File: config.mk
export PLATFORM = sky130hd
export DESIGN_NAME = ex_mem
export DESIGN_NICKNAME = d
export VERILOG_FILES = /design/src/rtl/ex_mem.sv
export SDC_FILE = /design/constraint.sdc
export NUM_CORES = 1
export LEC_CHECK = 0
export ABC_CLOCK_PERIOD_IN_PS = 1200
export CORE_AREA = 3 3 187 189
export DETAILED_ROUTE_END_ITERATION = 12
export DIE_AREA = 0 0 190 192
export PLACE_DENSITY = 0.67
export SLEW_MARGIN = 0
export SYNTH_ARGS = -nofsm -noshare
export SYNTH_HDL_FRONTEND = slang
export SYNTH_SLANG_ARGS = --single-unit
File: constraint.sdc
create_clock -name clk -period 1.2 [get_ports clk]
set_input_delay 0.24 -clock clk [delete_from_list [all_inputs] [get_ports clk]]
set_output_delay 0.24 -clock clk [all_outputs]
set_load 0.05 [all_outputs]
File: src/rtl/ex_mem.sv
// rtl/ex_mem.sv - EX/MEM pipeline register with stall, flush and accumulate feedback.
// Optional bubble counter enabled by defining EX_MEM_BUBBLE_CNT_EN.
module ex_mem #(
  parameter int DATA_W  = 32,
  parameter int ADDR_W  = 5,
  parameter int ALUOP_W = 8,
  parameter int CNT_W   = 2
) (
  input  logic                clk,
  input  logic                rst,
  input  logic [5:0]          stall,
  input  logic                flush,
  input  logic [ADDR_W-1:0]   ex_wd,
  input  logic                ex_wreg,
  input  logic [DATA_W-1:0]   ex_wdata,
  input  logic                ex_whilo,
  input  logic [DATA_W-1:0]   ex_hi,
  input  logic [DATA_W-1:0]   ex_lo,
  input  logic [ALUOP_W-1:0]  ex_aluop,
  input  logic [DATA_W-1:0]   ex_mem_addr,
  input  logic [DATA_W-1:0]   ex_reg2,
  input  logic [2*DATA_W-1:0] hilo_i,
  input  logic [CNT_W-1:0]    cnt_i,
  output logic [ADDR_W-1:0]   mem_wd,
  output logic                mem_wreg,
  output logic [DATA_W-1:0]   mem_wdata,
  output logic                mem_whilo,
  output logic [DATA_W-1:0]   mem_hi,
  output logic [DATA_W-1:0]   mem_lo,
  output logic [ALUOP_W-1:0]  mem_aluop,
  output logic [DATA_W-1:0]   mem_mem_addr,
  output logic [DATA_W-1:0]   mem_reg2,
  output logic [2*DATA_W-1:0] hilo_o,
`ifdef EX_MEM_BUBBLE_CNT_EN
  output logic [15:0]         bubble_cnt,
`endif
  output logic [CNT_W-1:0]    cnt_o
);

  logic bubble;
  logic hold;

  // An execute stall with memory still running inserts a NOP into memory.
  assign bubble = stall[3] && !stall[4];
  assign hold   = stall[3] && stall[4];

  always_ff @(posedge clk) begin
    if (!rst || flush) begin
      mem_wd       <= '0;
      mem_wreg     <= 1'b0;
      mem_wdata    <= '0;
      mem_whilo    <= 1'b0;
      mem_hi       <= '0;
      mem_lo       <= '0;
      mem_aluop    <= '0;
      mem_mem_addr <= '0;
      mem_reg2     <= '0;
      hilo_o       <= '0;
      cnt_o        <= '0;
    end else if (bubble) begin
      mem_wd       <= '0;
      mem_wreg     <= 1'b0;
      mem_wdata    <= '0;
      mem_whilo    <= 1'b0;
      mem_hi       <= '0;
      mem_lo       <= '0;
      mem_aluop    <= '0;
      mem_mem_addr <= '0;
      mem_reg2     <= '0;
      hilo_o       <= hilo_i;
      cnt_o        <= cnt_i;
    end else if (!hold) begin
      mem_wd       <= ex_wd;
      mem_wreg     <= ex_wreg;
      mem_wdata    <= ex_wdata;
      mem_whilo    <= ex_whilo;
      mem_hi       <= ex_hi;
      mem_lo       <= ex_lo;
      mem_aluop    <= ex_aluop;
      mem_mem_addr <= ex_mem_addr;
      mem_reg2     <= ex_reg2;
      hilo_o       <= '0;
      cnt_o        <= '0;
    end
  end

`ifdef EX_MEM_BUBBLE_CNT_EN
  // Flush does not clear the count; it only suppresses the increment on that edge.
  always_ff @(posedge clk) begin
    if (!rst) begin
      bubble_cnt <= '0;
    end else if (!flush && bubble && bubble_cnt != 16'hFFFF) begin
      bubble_cnt <= bubble_cnt + 16'd1;
    end
  end
`endif

endmodule

==> metrics.md <==
| Metric | Value |
|---|---|
| Outcome | finished, violations left |
| Failing checks | setup timing |
| Worst setup margin | -0.09970 ns |
| Leakage dissipation | 7.017 nW |
| Clk network pwr share | 39.4% |
| Slew Limit Headroom | 79.55% |
| Die Ht | 192 um |
| Period utilisation layout | 108.3% |
| Vias per cell | 4.593 |
| Area of the die | 36480 sq um |
| Core Region | 33450 sq um |
| CTS tree | yes |
| Residual overflow from global routing | 0 |
| Gate power share | 18.1% |
| Critical path buffers and inverters | 1 |
| Mean post-synth cell area | 9.210 sq um |
| Site Rows | 67 |
| HP Class | in -> reg |
| Via count | 8974 |
| Slowest cell delay on critical path | 0.36 ns |
| Yosys warns | 0 |
| Clk slew on worst S/H paths | 0.06 ns |
| Switching share of total power | 25.96% |
| Routed wire length | 33.25 mm |
| CP arrival | 1.06 ns |
| TNS Setup | -16.35 ns |
| Ys async rst share | 0% |
| Synthesized Nets | 1242 |
| Routability congestion estimate | 0.7832 |
| # hold bufs at CTS | 0 |
| Final Hold Fails | 0 |
| Placed cells | 1871 |
| Slew Limit Fails | 0 |
| Register share of total power | 42.5% |
| IO Port Bufs | 486 |
| Worst Setup End Kind | output pin |
| RSZ-0062 raised after global routing | true |
| Leading area contributor after synthesis | dfxtp_1 |
| Area contributors post-synth | dfxtp_1 53%, nand2b_1 12%, a21oi_1 9.6% |
| Worst slack, placed | -0.2465 ns |
| FF+latch count, synth | 241 |
| Starting Density | 27.31% |
| Synth top area share | 52.81% |
| Gr usage total | 16.75% |
| Post-synth EDFFs | 0 |
| Top cells by count, synth | 241 x dfxtp_1, 176 x nand2b_1, 175 x a21oi_1, 175 x nand3_1 |
| # fillers | 2738 |
| P_sw | 5.172 mW |
| CTS Buffer Depth | 3 |
| Post-route insts no fill | 1954 |
| H-tree lvl count | 1 |
| Startpoint types | flip-flop |
| Highest ir drop seen on vdd | 0.9615 mV |
| Final setup viols | 241 |
| Largest delay contributor family on the critical path | flip-flops |
| Detail Route Antenna Nets | 0 |
| Post-DP HPWL | 24.38 mm |
| Count leader, synth | dfxtp_1 |
| Final instance area | 18360 sq um |
| Clk root buf | clkbuf_16 |
| Cell Area, Synth | 9136 sq um |
| Initial antenna violation count | 1 |
| Area Growth Syn to Fin | 100.9% |
| Routed wire per std cell | 17.02 um |
| Via count of the first global-routing pass | 8732 |
| Critical-path top delay cell | dfxtp_2 |
| Seq/Total Area, Yosys | 52.81% |
| Critical Path RT | 0.96 ns |
| Slew @ Worst Pin | 0.3067 ns |
| Largest net degree at the start of global routing | 70 |
| Synth Flop Type | dfxtp_1 |
| DRC errors left | 0 |
| Crit Path Class | reg -> out |
| Cell count after synthesis | 992 |
| Drt pass-1 iters | 5 |
| Final nets | 1740 |
| Max Fclk | 0.7694 GHz |
| Fraction of layout cells with a size suffix above 1 | 39.73% |
| Drt initial violations | 410 |
| Max_cap viols | 0 |
| P_int | 14.75 mW |
| Placed inst area | 16930 sq um |
| Cells along the critical path | buf_12 |
| Clock sink count | 241 |
| Global-route wire length before repair | 48.92 mm |
| Yosys cell types | 11 |
| Later-pin clock latency in the skew report | 0.54 ns |
| Crit Path Max Fanout | 2 |
| I/O pin count | 491 |
| Period minus WS final | 1.300 ns |
| PD cells | 1085 nW/um^2 |
| Clk_skew | 0 ns |
| TritonCTS buffer count | 28 |
| Die width | 190 um |
## stage by stage
step	hold slack (ns)	total power, mW	util [%]
after global routing	0.1158	20.74	54.89
after detailed placement	0.4952	12.18	50.61
after floorplan	0.3839	10.10	-
final	0.1109	19.93	54.89
after global placement	0.4894	12.14	50.61
after CTS	0.08923	20.21	54.39
## area by class of cell
cell class / instances / area, sq um / share of cell area [%]
clock buffer: 39 / 793.3 / 4.321
sequential: 241 / 5149 / 28.04
tap: 448 / 560.5 / 3.053
clock inverter: 6 / 33.78 / 0.1840
multi-input combinational: 659 / 3780 / 20.59
timing repair buffer: 560 / 8040 / 43.79
antenna: 1 / 2.502 / 0.01363
## kinds of logic (layout without fill, tap and decap cells)
| logic type | after synthesis | count (layout) | synth area share [%] |
|---|---|---|---|
| buffers and inverters | 92 | 605 | 5.903 |
| AO/OA/AOI/OAI | 175 | 175 | 9.586 |
| flip-flops | 241 | 241 | 52.81 |
| other | 0 | 1 | 0 |
| AND/OR/NAND/NOR | 418 | 418 | 24.47 |
| multiplexers | 66 | 66 | 7.231 |
## tightest hold or removal path, delay by kind of cell
| family | cells | cell delay (ns) |
|---|---|---|
| compound gates | 1 | 0.06 |
| simple gates | 1 | 0.11 |
| buf+inv | 1 | 0.19 |
## what timing repair did
action	CTS	global route
pin swaps	0	0
resized for setup	245	5
endpoints found under the setup margin	241	241
buffers inserted	17	20
## power by group through the flow
stage | clock network (mW) | registers [mW] | logic (mW)
after floorplan | 0 | 9.23 | 0.871
after global placement | 0 | 8.61 | 3.53
after detailed placement | 0 | 8.62 | 3.57
after CTS | 8.13 | 8.48 | 3.61
after global routing | 8.44 | 8.49 | 3.81
final | 7.84 | 8.47 | 3.61
## path summary, 6_finish.rpt
path	to	slack (ns)	startpoint	cells after the start
max	hilo_o[11]	-0.1	hilo_o[11]$_SDFFE_PP0P_	1
min	mem_lo[1]$_SDFFE_PP0N_	0.11	stall[3]	3
max reg2reg	mem_wdata[18]$_SDFFE_PP0N_	0.34	mem_wdata[18]$_SDFFE_PP0N_	4
min reg2reg	mem_lo[10]$_SDFFE_PP0N_	0.48	mem_lo[10]$_SDFFE_PP0N_	2
## layer usage
metal	share of wire (%)	track usage (%)
met5	0	0
met3	10	6.936
met4	2.7	5.374
met2	50	29.17
met1	37	18.58
## state kept, by name (all words and copies together) (netlist names)
name	count
cnt_o	2
mem_wd	5
mem_wdata	32
hilo_o	64
mem_lo	32
mem_wreg	1
mem_mem_addr	32
mem_hi	32
mem_aluop	8
mem_reg2	32
mem_whilo	1
## cell usage in the layout, fill, tap and decap left out
cell / count
dfxtp_2: 232
mux2i_1: 66
nand3b_2: 1
clkbuf_1: 7
clkbuf_16: 29
buf_4: 58
clkinv_2: 5
diode_2: 1
clkdlybuf4s50_1: 243
a21oi_1: 175
nand3_1: 175
nor2_1: 66
buf_12: 257
clkbuf_8: 5
nand2b_4: 1
clkinv_4: 1
nand2b_1: 175
dfxtp_4: 9
Power figures use the tool's default switching activity.
